<file path="src/rtl/sram_arbiter_pkg.sv">
// Shared types and constants for the two-port external-SRAM arbiter.
// Size codes match the SRAM controller's rd_ctrl/wr_ctrl encoding.
package mem_arb_pkg;

    typedef enum logic [1:0] {
        IDLE,
        ISSUE,
        WAIT_DONE,
        RESP
    } arb_state_t;

    typedef enum logic {
        OWN_I,
        OWN_D
    } owner_t;

    localparam logic [1:0] MEM_IDLE = 2'b00;

    localparam logic [2:0] RD_B  = 3'd1;
    localparam logic [2:0] RD_H  = 3'd2;
    localparam logic [2:0] RD_W  = 3'd3;
    localparam logic [2:0] RD_BU = 3'd4;
    localparam logic [2:0] RD_HU = 3'd5;
    localparam logic [2:0] RD_D  = 3'd6;

    localparam logic [2:0] WR_B  = 3'd1;
    localparam logic [2:0] WR_H  = 3'd2;
    localparam logic [2:0] WR_W  = 3'd3;
    localparam logic [2:0] WR_D  = 3'd4;

endpackage

</file>
<file path="src/rtl/sram_arbiter_pick.sv">
// Owner selection between fetch (I) and data (D) requesters.
// D wins ties until it has been granted MAX_D_STREAK times in a row over a waiting I.
module mem_arb_pick
#(
    parameter int unsigned MAX_D_STREAK = 4
) (
    input  logic clk,
    input  logic rst,
    input  logic i_en,
    input  logic i_ireq,
    input  logic i_dreq,
    output logic o_sel_i,
    output logic o_sel_d
);

    localparam int unsigned SW = $clog2(MAX_D_STREAK + 1);

    logic [SW-1:0] r_streak;
    logic          w_sat;

    assign w_sat = (r_streak == SW'(MAX_D_STREAK));

    always_comb begin
        o_sel_i = 1'b0;
        o_sel_d = 1'b0;
        if (i_en) begin
            if (i_dreq && !(i_ireq && w_sat)) begin
                o_sel_d = 1'b1;
            end else if (i_ireq) begin
                o_sel_i = 1'b1;
            end
        end
    end

    always_ff @(posedge clk or posedge rst) begin
        if (rst) begin
            r_streak <= '0;
        end else if (o_sel_i) begin
            r_streak <= '0;
        end else if (o_sel_d && i_ireq && !w_sat) begin
            r_streak <= r_streak + SW'(1);
        end
    end

endmodule

</file>
<file path="src/rtl/sram_arbiter.sv">
// Serialises I-fetch and D-memory requests onto the single SRAM controller,
// holding each command until accepted and returning one response per grant.
module sram_arbiter
    import mem_arb_pkg::*;
#(
    parameter int unsigned MAX_D_STREAK = 4,
    parameter int unsigned TIMEOUT      = 64,
    parameter int unsigned ADDR_W       = 64
) (
    input  logic              clk,
    input  logic              rst,
    input  logic              i_req,
    input  logic [ADDR_W-1:0] i_addr,
    input  logic [2:0]        i_rd_ctrl,
    output logic              i_gnt,
    output logic              i_rvalid,
    output logic [63:0]       i_rdata,
    output logic              i_err,
    input  logic              d_req,
    input  logic [ADDR_W-1:0] d_addr,
    input  logic [2:0]        d_rd_ctrl,
    input  logic [2:0]        d_wr_ctrl,
    input  logic [63:0]       d_wdata,
    output logic              d_gnt,
    output logic              d_rvalid,
    output logic [63:0]       d_rdata,
    output logic              d_err,
    output logic [2:0]        mem_rd_ctrl,
    output logic [2:0]        mem_wr_ctrl,
    output logic [ADDR_W-1:0] mem_addr,
    output logic [63:0]       mem_din,
    input  logic [63:0]       mem_dout,
    input  logic [1:0]        mem_state,
    output logic              busy
);

    localparam int unsigned TW = (TIMEOUT > 2) ? $clog2(TIMEOUT) : 1;

    arb_state_t        r_state;
    arb_state_t        w_next;
    owner_t            r_owner;
    logic [ADDR_W-1:0] r_addr;
    logic [2:0]        r_rd;
    logic [2:0]        r_wr;
    logic [63:0]       r_wdata;
    logic [63:0]       r_rdata;
    logic              r_err;
    logic [TW-1:0]     r_timer;

    logic              w_pick_en;
    logic              w_sel_i;
    logic              w_sel_d;
    logic              w_grant;
    logic              w_zero_ctrl;
    logic              w_timeout;
    logic              w_resp;
    logic [ADDR_W-1:0] w_lat_addr;
    logic [2:0]        w_lat_rd;
    logic [2:0]        w_lat_wr;
    logic [63:0]       w_lat_wdata;

    // Gating with rst keeps gnt low while reset holds the FSM in IDLE.
    assign w_pick_en = (r_state == IDLE) && !rst;

    mem_arb_pick #(
        .MAX_D_STREAK(MAX_D_STREAK)
    ) u_pick (
        .clk    (clk),
        .rst    (rst),
        .i_en   (w_pick_en),
        .i_ireq (i_req),
        .i_dreq (d_req),
        .o_sel_i(w_sel_i),
        .o_sel_d(w_sel_d)
    );

    assign w_grant = w_sel_i | w_sel_d;

    // Writes take priority: a D request with both ctrls set never reads.
    always_comb begin
        w_lat_addr  = i_addr;
        w_lat_rd    = i_rd_ctrl;
        w_lat_wr    = '0;
        w_lat_wdata = '0;
        if (w_sel_d) begin
            w_lat_addr  = d_addr;
            w_lat_wr    = d_wr_ctrl;
            w_lat_rd    = (d_wr_ctrl != '0) ? '0 : d_rd_ctrl;
            w_lat_wdata = d_wdata;
        end
    end

    assign w_zero_ctrl = (w_lat_rd == '0) && (w_lat_wr == '0);
    assign w_timeout   = (r_timer == TW'(TIMEOUT - 1));

    always_comb begin
        w_next = r_state;
        unique case (r_state)
            IDLE: begin
                if (w_grant) w_next = w_zero_ctrl ? RESP : ISSUE;
            end
            ISSUE: begin
                if (w_timeout)                  w_next = RESP;
                else if (mem_state != MEM_IDLE) w_next = WAIT_DONE;
            end
            WAIT_DONE: begin
                if (w_timeout || mem_state == MEM_IDLE) w_next = RESP;
            end
            RESP:    w_next = IDLE;
            default: w_next = IDLE;
        endcase
    end

    always_ff @(posedge clk or posedge rst) begin
        if (rst) begin
            r_state <= IDLE;
            r_owner <= OWN_I;
            r_addr  <= '0;
            r_rd    <= '0;
            r_wr    <= '0;
            r_wdata <= '0;
            r_rdata <= '0;
            r_err   <= 1'b0;
            r_timer <= '0;
        end else begin
            r_state <= w_next;
            unique case (r_state)
                IDLE: begin
                    if (w_grant) begin
                        r_owner <= w_sel_d ? OWN_D : OWN_I;
                        r_addr  <= w_lat_addr;
                        r_rd    <= w_lat_rd;
                        r_wr    <= w_lat_wr;
                        r_wdata <= w_lat_wdata;
                        r_rdata <= '0;
                        r_err   <= w_zero_ctrl;
                        r_timer <= '0;
                    end
                end
                ISSUE, WAIT_DONE: begin
                    r_timer <= r_timer + TW'(1);
                    if (w_timeout) begin
                        r_rdata <= '0;
                        r_err   <= 1'b1;
                    end else if (r_state == WAIT_DONE && mem_state == MEM_IDLE) begin
                        r_rdata <= (r_wr != '0) ? '0 : mem_dout;
                        r_err   <= 1'b0;
                    end
                end
                default: ;
            endcase
        end
    end

    assign w_resp   = (r_state == RESP);
    assign i_gnt    = w_sel_i;
    assign d_gnt    = w_sel_d;
    assign i_rvalid = w_resp && (r_owner == OWN_I);
    assign d_rvalid = w_resp && (r_owner == OWN_D);
    assign i_rdata  = i_rvalid ? r_rdata : '0;
    assign d_rdata  = d_rvalid ? r_rdata : '0;
    assign i_err    = i_rvalid & r_err;
    assign d_err    = d_rvalid & r_err;

    assign mem_rd_ctrl = (r_state == ISSUE) ? r_rd : '0;
    assign mem_wr_ctrl = (r_state == ISSUE) ? r_wr : '0;
    assign mem_addr    = r_addr;
    assign mem_din     = r_wdata;
    assign busy        = (r_state != IDLE);

endmodule

</file>
<file path="config.mk">
export PLATFORM = sky130hd
export DESIGN_NAME = sram_arbiter
export DESIGN_NICKNAME = d
export VERILOG_FILES = /design/src/rtl/sram_arbiter_pkg.sv /design/src/rtl/sram_arbiter_pick.sv /design/src/rtl/sram_arbiter.sv
export SDC_FILE = /design/constraint.sdc
export NUM_CORES = 1
export LEC_CHECK = 0
export ABC_AREA = 1
export CORE_AREA = 2 2 212 214
export DETAILED_ROUTE_END_ITERATION = 7
export DIE_AREA = 0 0 214 216
export PLACE_DENSITY_LB_ADDON = 0.12
export SETUP_SLACK_MARGIN = 0.5
export SYNTH_ARGS = -nofsm -noshare
export SYNTH_HDL_FRONTEND = slang
export SYNTH_HIERARCHICAL = 1
export SYNTH_SLANG_ARGS = --single-unit
</file>
<file path="constraint.sdc">
create_clock -name clk -period 11.15 [get_ports clk]
set_input_delay 2.7875 -clock clk [delete_from_list [all_inputs] [get_ports clk]]
set_output_delay 2.7875 -clock clk [all_outputs]
set_load 0.005 [all_outputs]
</file>
# After elaboration in Yosys (flattened, before gate mapping)
# Index checks and enable logic that the tools add are counted.
classes:
  addsub: 2
  multipliers: 0
  div: 0
  order_cmp: 0
  n_eq_ne: 9
  shifts: 0
  muxes: 34
  bitwise: 4
  reduce_logical: 28
op_table:
  columns: ["cell", "count"]
  rows:
  - ["$mux W64", 8]
  - ["$pmux W64 S2", 1]
  - ["$mux W3", 7]
  - ["$pmux W6 S2", 1]
  - ["$mux W2", 5]
  - ["$logic_and A1 B1 Y1", 9]
  - ["$mux W1", 9]
  - ["$pmux W2 S4", 1]
  - ["$reduce_bool A2 Y1", 4]
  - ["$add A6 B1 Y6 const B", 1]
  - ["$eq A6 B6 Y1 const B", 1]
  - ["$logic_not A3 Y1", 2]
  - ["$mux W6", 1]
  - ["$ne A3 B3 Y1 const B", 2]
  - ["$reduce_and A3 Y1", 2]
  - ["$reduce_bool A3 Y1", 2]
  - ["$eq A2 B2 Y1 const B", 2]
  - ["$logic_not A2 Y1", 2]
  - ["$ne A2 B2 Y1 const B", 2]
  - ["$reduce_and A2 Y1", 2]
  - ["$add A3 B1 Y3 const B", 1]
  - ["$eq A3 B3 Y1 const B", 1]
  - ["$logic_not A1 Y1", 3]
  - ["$and A1 B1 Y1", 2]
  - ["6 further kinds", 6]
totals:
  ff_bits: 211
  latch_bits: 0
  mem_bits_rw: 0
  mem_bits_ro: 0
  in_bits: 271
  word_cells: 87
  n_memories: 0

# Longest topological paths before layout
logic_depth:
  word_depth: 12
  depth_mapped: 17

# Hierarchy
# Netlist, hierarchy kept.
by_module_without_submodules:
  columns: ["module", "instances", "cells_per_inst", "area_per_inst_um2"]
  rows:
  - ["sram_arbiter", 1, 1408, 10450.0]
  - ["mem_arb_pick", 1, 30, 216.5]

# Worst setup path before layout
# Ideal clock, no wire load.
synth_timing:
  path_type: "input to output"
  from: "input port rst"
  to: "output port d_gnt"
  t_arrival_ns: 3.164
  required_ns: 8.363
  setup_slack_ns: 5.198
  cell_stages: 3
  path_cell_list: "nor2_1 > inv_1 > nor2_1"
synth_between:
  elab_chain_cells: 3
synth_lines:
  columns: ["element", "line_no", "rtl"]
  rows:
  - ["start, declared", "sram_arbiter.sv:11", "input logic rst,"]
  - ["$logic_not A1 Y1 (no source line)", null, null]
  - ["$logic_and A1 B1 Y1", "sram_arbiter.sv:63", "assign w_pick_en = (r_state == IDLE) && !rst;"]
  - ["$mux W1", "sram_arbiter_pick.sv:26", "if (i_en) begin"]
  - ["end, declared", "sram_arbiter.sv:24", "output logic d_gnt,"]
# Every way passes these cells.

# Final worst setup path
layout_timing:
  from: "input port rst"
  to: "output port d_gnt"
layout_between:
  elab_chain_cells: 3
layout_lines:
  columns: ["element", "line_no", "rtl"]
  rows:
  - ["$logic_not A1 Y1 (no source line)", null, null]
  - ["$logic_and A1 B1 Y1", "sram_arbiter.sv:63", null]
  - ["net w_pick_en", "sram_arbiter.sv:50", "logic w_pick_en;"]
  - ["$mux W1", "sram_arbiter_pick.sv:26", null]
# The timed path passes the listed nets, and every way through them passes these cells.

==> metrics.txt <==
crit-path max FO 4; Yosys top cell area share 49.5%; asr flop ratio synth 100%; H-tree levels 1; footprint of the multi-input gates 4030 µm²; cell area after layout 17400 µm²; effective utilization at floorplan 24.3%; DR DRC count 0; CTS Hold Bufs 0; final hold vios 0; vias in the first global route 11000; Clock Latency Late Sink 0.55 ns; Buf/Inv on CP 3; CTS tree done; largest net degree at the start of global routing 141; Avg Cell Area, Syn 7.42 µm²; Largest stage delay, worst path 0.58 ns; Power, Total 3.82 mW; FILL cells 4617; core area 43800 µm²; Syn. warnings 6; RSZ-0062 raised after global routing false; Power Density 220 nW/µm²; number of CTS-inserted buffers 28; post-synthesis cell type count 28; FMAX 137 MHz; fin crit share 65.2%; most frequent cell after synthesis nand2_1; Synth area leaders dfrtp_1 50%, nand2_1 11%, nor2_1 9.7%, inv_1 8.0%, nand4_1 4.0%; Slew Limit Headroom 21.0%; CTS clk-pin slew, worst paths 0.05 ns; arrival time of the worst setup path 4.49 ns; DR WL/cell 17.0 µm; cell internal pwr 2.33 mW; Static Leak 7.64 nW; Max IR drop VDD 0.133 mV; CP cell instances clkdlybuf4s50_1 > nor2_1 > inv_1 > nor2_4 > clkdlybuf4s50_1; IO Port Bufs 539; Hold WC Path Type register to register; DP HPWL 30200 µm; detailed-route via count 11000; Post-synth top flop dfrtp_1; first-pass GRT wire length 65700 µm; Crit path required time 8.36 ns; synth cell count leaders 304 x nand2_1, 277 x nor2_1, 227 x inv_1; cell area after synthesis 10700 µm²; # Post-CTS Setup Buffers 0; Initial DRT Pass Iterations 5; Final min period 7.27 ns; Worst path most repeated cell clkdlybuf4s50_1; outcome completed; Die Span Y 216 µm; Switching Share 39.1%; site row count 77; nets 2199; Worst path top cell family by delay buffers and inverters; vias per cell 4.36; placed inst area 16400 µm²; gr usage total 18.1%; CTS resizes 0; Routed Antenna Nets 0; Setup-failing EPs final 0; CP max stage cell clkdlybuf4s50_1; startpoint types primary input; Yosys reg bits 211; setup_tns 0 ns; Post-synth EDFFs 0; Synth area leader dfrtp_1; Net Sw Power 1.50 mW; GRT overflow 0; Critical Path Sink Type output pin; Max Slew Vio Count 0; Clock Power Share 23.2%; initial DRC count 470; storage element area 5280 µm²; Layout area overhead 62.8%; Mapped Cells 1438; final WL 43200 µm; combinational power share 45.1%; routability cong. 0.850; Die Wd 214 µm; sequential share of power 31.7%; antenna violations before repair 5; CTS max path bufs 3; layout cells sized above 1 4.07%; Num Clock Sinks 211; clk root buf clkbuf_16; max_cap viols 0; IO Pins 540; clock skew 0.00953 ns; sequential element share of the synthesized area 49.5%; die area 46200 µm²; Syn Nets 1717; Least-Margin Pin Slew 1.18 ns; critical path type primary input to output pin
==> worst paths after layout <==
| kind | cells after the start | end | start | slack [ns] |
|---|---|---|---|---|
| min in group asynchronous | 2 | u_pick/r_streak[1]$_DFFE_PP0P_ | rst | 2.62 |
| setup / recovery | 5 | d_gnt | rst | 3.88 |
| max in group asynchronous | 3 | mem_addr[44]$_DFFE_PP0P_ | rst | 6.60 |
| setup reg to reg | 15 | r_timer[2]$_DFFE_PP0P_ | r_state[0]$_DFFE_PP0P_ | 5.61 |
| hold / removal | 2 | r_rdata[56]$_DFFE_PP0P_ | r_rdata[56]$_DFFE_PP0P_ | 0.47 |
| hold reg to reg | 2 | r_rdata[56]$_DFFE_PP0P_ | r_rdata[56]$_DFFE_PP0P_ | 0.47 |
==> metal layers <==
layer / GRT usage [%] / up-vias / share of wire [%]
met5: 0 / - / 0.13
met4: 5.64 / 10 / 2.9
met3: 6.54 / 80 / 9.5
met2: 30.1 / 399 / 46
met1: 21.7 / 5116 / 41
li1: - / 5431 / -
==> flip-flops by register name, summed over array words and instances (netlist names) <==
signal / count
r_wr: 3
mem_din: 64
r_timer: 6
r_rd: 3
r_rdata: 64
r_state: 2
u_pick/r_streak: 3
mem_addr: 64
r_err: 1
r_owner: 1
==> per-stage QoR <==
stage | util [%] | hold slack [ns] | instances | setup WS (ns)
2_1_floorplan | - | 0.442 | 1438 | 2.68
3_3_place_gp | 37.5 | 0.457 | 2482 | 3.62
3_5_place_dp | 37.5 | 0.460 | 2482 | 3.68
4_1_cts | 39.6 | 0.474 | 2533 | 3.86
5_1_grt | 39.6 | 0.481 | 2533 | 3.82
6_report | 39.6 | 0.469 | 2534 | 3.88
==> power groups by stage <==
stage | clock network [mW] | logic, mW | registers (mW)
finish | 0.887 | 1.72 | 1.21
global route | 0.953 | 1.91 | 1.25
CTS | 0.922 | 1.76 | 1.21
detailed placement | 0 | 1.76 | 1.22
global placement | 0 | 1.75 | 1.21
floorplan | 0 | 0.853 | 1.22
==> logic make-up (layout without fill, tap and decap cells) <==
group | count (synthesis) | after routing | synth area share [%]
and+or+nand+nor | 732 | 732 | 28.4
AOI/OAI and AO/OA | 151 | 151 | 8.12
DFF | 211 | 211 | 49.5
buffers and inverters | 336 | 839 | 13.0
other | 0 | 1 | 0
adders and majority gates | 8 | 8 | 0.938
==> layout make-up <==
type,count,area share (%)
clock inverters,9,0.274
multi-input cells,891,23.2
repair buffers,553,31.7
diodes,1,0.0144
well taps,592,4.27
inverters,235,5.16
flip-flops and latches,211,30.4
clock buffers,42,4.98
==> cells in the final DEF, fill, tap and decap left out, types with 2 or more instances in the layout <==
master           count
o21bai_1             3
o21ai_0             74
nand3_1             77
nand2_2              2
nor2_1             276
clkbuf_16           29
inv_2                5
inv_1              226
ha_1                 7
clkdlybuf4s50_1    539
a21oi_1              3
clkbuf_1             4
clkinv_2             9
a31oi_1             67
buf_4               14
nand4_1             68
nor2_4               2
dfrtp_1            211
nand3_2              2
clkbuf_8             9
nand2_1            302
==> worst register-to-register path: stages (launching register included) <==
cell,delay (ns)
dfrtp_1,0.43
inv_1,0.13
ha_2,0.18
buf_4,0.58
inv_2,0.19
nor2_1,0.28
inv_1,0.12
nor2_4,0.12
buf_4,0.57
inv_2,0.06
buf_4,0.36
a21oi_4,1.07
buf_4,0.93
nand2_1,0.23
nand2_1,0.12
a21oi_1,0.05
Note: power is estimated with default switching activity, not from simulation.
==> edit 1: new RTL, config.mk and constraints unchanged <==
`MAX_D_STREAK` is set to 4 in 2 places; all go to 2.
--- a/src/rtl/sram_arbiter_pick.sv
+++ b/src/rtl/sram_arbiter_pick.sv
@@ -2,7 +2,7 @@
 // D wins ties until it has been granted MAX_D_STREAK times in a row over a waiting I.
 module mem_arb_pick
 #(
-    parameter int unsigned MAX_D_STREAK = 4
+    parameter int unsigned MAX_D_STREAK = 2
 ) (
     input  logic clk,
     input  logic rst,
--- a/src/rtl/sram_arbiter.sv
+++ b/src/rtl/sram_arbiter.sv
@@ -3,7 +3,7 @@
 module sram_arbiter
     import mem_arb_pkg::*;
 #(
-    parameter int unsigned MAX_D_STREAK = 4,
+    parameter int unsigned MAX_D_STREAK = 2,
     parameter int unsigned TIMEOUT      = 64,
     parameter int unsigned ADDR_W       = 64
 ) (
Formal check against the unedited RTL: no difference found for any inputs over 4 cycles, from zero or initial values and one cycle with rst high; that may be too few to reach the edited logic, so the function may still have changed.
==> edit 1 against the unedited design <==
  * Via count fell by 1.1%
  * Cell area fell by 0.11%
  * Routed wire length fell by 1.9%
  * Setup slack got worse by 460 ps
  * Largest power group unchanged
  * Area after synthesis fell by 0.83%
  * Sequential cell count fell by 1
  * Final cell count fell by 0.63%
  * Power rose by 1.5%
==> edit 1: results (changes against the unedited design) <==
Run status:
- The flow ran to the end, and the final reports show no timing, DRC or antenna violations.

STA:
- The relative max-transition margin was 25.19% (+4.1 points).
- The clock skew came to 9.895 ps (+0.3619 ps).

Route:
- The wire length the detailed router placed on met1 was 17720 um (about the same).
- The total via count in the routed design is 10910 (-1.1%).
- The met2 wirelength from detailed routing is 19940 um (-0.63%).
- The met3 layer wire length in the routed design is 3776 um (-8.2%).
- The initial DRC count was 493 (+4.9%).
- The total wire length after detailed routing is 42350 um (-1.9%).
- The number of optimization iterations in the first detailed-route pass came to 4 (-1).

Global routing:
- The met1 demand-to-capacity share in global routing is 21.74% (about the same).
- The routing usage on met2 came to 29.32% (-0.82 points).
- The wire length of the first global-routing pass is 64540 um (-1.8%).
- The aggregate global-route resource usage was 17.63% (-0.45 points).
- The maximum number of pins on one net before global-route repair is 139 (-1.4%).
- The initial antenna violation count is 4 (-1).
- The met3 usage is 6.061% (-0.48 points).

Power and ir drop:
- The internal cell power is 2413 uW (+3.7%).
- The cell leakage power is 0.007617 uW (-0.30%).
- The fraction of power consumed by sequential logic came to 31.0% (-0.7 points).
- The worst supply voltage drop on vdd is 140.0 uV (+5.0%).

Cells and area:
- The final net count is 2183 (-0.73%).
- The share of layout cells above drive strength 1 is 3.742% (-0.33 points).

Synth:
- The number of distinct library cells after synthesis was 27 (-3.6%).
- Ranked by total cell area, the synthesized netlist is headed by sky130_fd_sc_hd__dfrtp_1 50%, sky130_fd_sc_hd__nand2_1 11%, sky130_fd_sc_hd__nor2_1 9.7%.
- Among all flip-flop cells after synthesis, the most frequent one is sky130_fd_sc_hd__dfrtp_1.
- The number of nets in the synthesized netlist was 1703 (-0.82%).
- The sequential cell area fraction in the yosys report is 49.68% (+0.18 points).
- By count the netlist is led by 303 x sky130_fd_sc_hd__nand2_1, 273 x sky130_fd_sc_hd__nor2_1, 225 x sky130_fd_sc_hd__inv_1.

Critical path:
- The maximum net fanout on the critical path is 55 (+51).
- The arrival time at the worst endpoint is 4950 ps (+460 ps).
- The delay of the slowest critical-path stage is 710 ps (+130 ps).

Clock tree:
- For the worst-skew pair, the clock arrives at the later sink with an insertion delay of 540 ps.
- The total CTS buffers is 27 (-3.6%).
- The clock slew at the register clock pins of the worst setup and hold paths is 60 ps.

Placement:
- The post-placement worst setup slack is 3389 ps (-295.3 ps).
- The routability congestion estimate was 0.8149 (-4.1%).
- The cell area after placement came to 0.01635 mm^2 (-0.60%).
- The half-perimeter wire length of the detailed placement result is 29350 um (-2.8%).
## edit 1: cell types whose count changed after synthesis, moves of 2 or more
cell                       unedited run  this run
sky130_fd_sc_hd__nor2_1             277       273
sky130_fd_sc_hd__o21bai_1             3         0
sky130_fd_sc_hd__inv_1              227       225
sky130_fd_sc_hd__nand3_1             78        76
## edit 1: worst paths after layout
check,depth (start not counted),startpoint,slack [ps],end
max,4,rst,3410,d_gnt
min,2,r_rdata[52],470,r_rdata[52]
max reg2reg,15,r_state[1],6750,r_rdata[38]
min reg2reg,2,r_rdata[52],470,r_rdata[52]
max in group asynchronous,3,rst,6530,mem_din[55]
min in group asynchronous,2,rst,2590,u_pick/r_streak[0]
## edit 1: stage by stage
stage	power, uW	std cells
final	3883	2518
after CTS	3960	2516
after global placement	2934	2468
after global routing	4172	2516
after floorplan	2054	1425
after detailed placement	2940	2468
## edit 1: area by class of cell
class | count | area [um^2]
Multi-Input combinational cell | 884 | 3990
Tap cell | 592 | 740.7
Clock inverter | 8 | 195.2
Antenna cell | 2 | 5.005
Inverter | 230 | 872.1
Sequential cell | 210 | 5255
Timing Repair Buffer | 552 | 5493
Fill cell | 4625 | 26490
Clock buffer | 40 | 794.5
## edit 1: cells by family (layout without fill, tap and decap cells)
group           after synthesis  after routing  share of synthesized area [%]
flops                       210            210                          49.68
buf+inv                     331            830                          12.93
simple gates                728            728                          28.54
fa+ha+maj                     7              7                         0.8280
compound gates              149            149                          8.020
other cells                   0              2                              0
## edit 1: tightest hold or removal path: stages (launching register included)
cell                      delay, ps
sky130_fd_sc_hd__dfrtp_1        340
sky130_fd_sc_hd__nand2_1         50
sky130_fd_sc_hd__nand2_1         50
==> edit 2: new RTL, config.mk and constraints unchanged <==
Without the edit above. Re-encode `arb_state_t` (4 states) as one-hot, 4 bits wide.
--- a/src/rtl/sram_arbiter_pkg.sv
+++ b/src/rtl/sram_arbiter_pkg.sv
@@ -2,11 +2,11 @@
 // Size codes match the SRAM controller's rd_ctrl/wr_ctrl encoding.
 package mem_arb_pkg;
 
-    typedef enum logic [1:0] {
-        IDLE,
-        ISSUE,
-        WAIT_DONE,
-        RESP
+    typedef enum logic [3:0] {
+        IDLE      = 4'b0001,
+        ISSUE     = 4'b0010,
+        WAIT_DONE = 4'b0100,
+        RESP      = 4'b1000
     } arb_state_t;
 
     typedef enum logic {
Formal check against the unedited RTL: no difference found for any inputs over 4 cycles, from zero or initial values and one cycle with rst high; so few cycles prove little.
==> edit 2 against the unedited design <==
  * Setup slack better by 170 ps
  * Sequential cell count up 2
  * Critical path type unchanged
  * Final cell count up 0.51%
  * Non-clock buffer count up 1
  * Combinational power down 4%
  * Clock skew down 1.4 ps
  * Cell area up 2.8%
  * Area after synthesis up 3.6%
  * Routed wire length up 0.60%
  * Power up 1.1%
==> edit 2: results (changes against the unedited design) <==
Route:
- The number of optimization iterations in the first detailed-route pass is 5 (unchanged).
- The initial DRC count is 702 (+49%).
- The average via count per standard cell is 4.431 (+1.8%).
- The routed wirelength normalized by instance count is 17.05 um (about the same).

Placement:
- The cell area after placement is 0.01684 mm^2 (+2.4%).
- The post-placement worst setup slack is 4057 ps (+373.1 ps).
- The count of port buffers added during placement was 539 (unchanged).
- The half-perimeter wire length of the detailed placement result is 30410 um (+0.71%).
- The routability congestion estimate is 0.8477 (-0.27%).

Global routing:
- The maximum number of pins on one net before global-route repair is 77 (-45%).
- The wire length of the first global-routing pass is 67500 um (+2.7%).
- The number of global-route vias before repair is 11530 (+5.3%).
- The aggregate global-route resource usage is 18.32% (+0.24 points).
- The initial antenna violation count is 6 (+1).

Synth:
- The number of nets in the synthesized netlist is 1725 (+0.47%).
- The multiplexer share of the synthesized area was 0% (unchanged).
- The number of flops mapped to enable cells by yosys is 0 (unchanged).
- The post-synthesis share of cell area spent on full adders, half adders and majority gates is 0.3398% (-0.60 points).
- The fraction of synthesized cell area in xor and xnor cells is 0.3172% (+0.32 points).
- The complex-gate fraction of the synthesized area came to 11.08% (+3.0 points).
- The number of distinct library cells after synthesis is 34 (+21%).
- Ranked by instance count, the synthesized netlist is headed by 244 x sky130_fd_sc_hd__nand2_1, 221 x sky130_fd_sc_hd__nor2_1, 212 x sky130_fd_sc_hd__dfrtp_1.
- The sequential cell area fraction in the yosys report is 48.27% (-1.2 points).
- By area the synthesized netlist is led by sky130_fd_sc_hd__dfrtp_1 48%, sky130_fd_sc_hd__nand3_1 9.4%, sky130_fd_sc_hd__nand2_1 8.3%.
- The fraction of synthesis flops using an asynchronous set or reset pin is 100.0% (unchanged).
- The Yosys warning count is 6 (unchanged).

Min path:
- The cell depth of the worst hold path is 2 (unchanged).
- The worst hold path belongs to the class flop to flop.

Critical path:
- The register-to-register setup slack came to 6740 ps (+1130 ps).
- The arrival time at the worst endpoint came to 4310 ps (-180 ps).
- The maximum net fanout on the critical path is 4 (unchanged).
- The number of cells on the worst reg-to-reg path is 13 (-2).

Cells and area:
- The combined area of the multi-input logic cells came to 0.004613 mm^2 (+14%).
- The count of fill cells added during filler insertion is 4575 (-0.91%).
- The share of layout cells above drive strength 1 is 7.586% (+3.5 points).
- The final net count is 2204 (+0.23%).

Power and ir drop:
- The net switching power of the design is 1423 uW (-5.0%).
- The worst supply voltage drop on vdd is 135.6 uV (+1.7%).
- The cell leakage power is 0.007204 uW (-5.7%).

STA:
- The shortest period the worst path allows came to 7100 ps (-174.3 ps).
- The clock skew is 8.157 ps (-1.376 ps).
- The relative max-transition margin is 30.92% (+9.9 points).
- The worst hold slack is 477.7 ps (+8.660 ps).

Clock tree:
- The maximum buffer depth of the clock tree came to 3 (unchanged).
- The total CTS buffers is 28 (unchanged).
- The latest clock arrival within the worst-skew pair is 550 ps (about the same).
- The root buffer cell chosen for the clock tree is sky130_fd_sc_hd__clkbuf_16.

Run status:
- The flow ran to the end, and the final reports show no timing, DRC or antenna violations.
edit 2: cell types whose count changed after synthesis, sizes merged, moves of 62 or more:
| cell | unedited run | this run |
|---|---|---|
| o21ai | 75 | 137 |
| a31oi | 67 | 0 |
| or2 | 0 | 64 |
| inv | 232 | 164 |
| nand4 | 68 | 2 |
| o21a | 0 | 64 |
| nand3 | 79 | 210 |
edit 2: area by class of cell:
| class | count | share of cell area (%) |
|---|---|---|
| Antenna cell | 4 | 0.05609 |
| Sequential cell | 213 | 29.87 |
| Clock buffer | 39 | 4.669 |
| Timing Repair Buffer | 554 | 30.86 |
| Tap cell | 592 | 4.151 |
| Inverter | 167 | 3.604 |
| Multi-Input combinational cell | 966 | 25.85 |
| Clock inverter | 12 | 0.9325 |
edit 2: worst paths after layout:
kind / startpoint / end
max in group asynchronous: rst / mem_addr[54]
max reg2reg: r_state[0] / mem_addr[8]
min reg2reg: r_rdata[15] / r_rdata[15]
min in group asynchronous: rst / u_pick/r_streak[2]
max: rst / d_gnt
min: r_rdata[15] / r_rdata[15]
edit 2: through the flow:
step / cells / total power, uW
detailed placement: 2492 / 2936
finish: 2547 / 3868
global route: 2544 / 4151
global placement: 2492 / 2927
CTS: 2543 / 3948
floorplan: 1451 / 2075
edit 2: power groups by stage:
| stage | sequential [uW] | combinational [uW] | clock (uW) |
|---|---|---|---|
| after global placement | 1240 | 1690 | 0 |
| after detailed placement | 1250 | 1690 | 0 |
| after floorplan | 1250 | 826 | 0 |
| final | 1240 | 1650 | 976 |
| after global routing | 1280 | 1830 | 1040 |
| after CTS | 1240 | 1700 | 1010 |
edit 2: cell families (layout without fill, tap and decap cells):
| logic type | after synthesis | count (layout) |
|---|---|---|
| XOR/XNOR | 4 | 4 |
| flip-flops | 213 | 213 |
| other | 0 | 4 |
| buffers and inverters | 272 | 772 |
| AND/OR/NAND/NOR | 749 | 749 |
| AO/OA/AOI/OAI | 210 | 210 |
| adder cells (fa/ha/maj) | 3 | 3 |
edit 2: worst max-delay path: stages:
cell                              delay (ps)
sky130_fd_sc_hd__clkdlybuf4s50_1         530
sky130_fd_sc_hd__nor2_1                  260
sky130_fd_sc_hd__inv_1                   120
sky130_fd_sc_hd__nor2_4                  120
sky130_fd_sc_hd__clkdlybuf4s50_1         500
edit 2: metal layers:
layer | track usage (%) | vias up | wire (um)
li1 | - | 5531 | -
met1 | 22.25 | 5338 | 18030
met2 | 31.68 | 367 | 20980
met3 | 5.736 | 45 | 3700
met4 | 4.126 | 6 | 688
met5 | 0 | - | 33
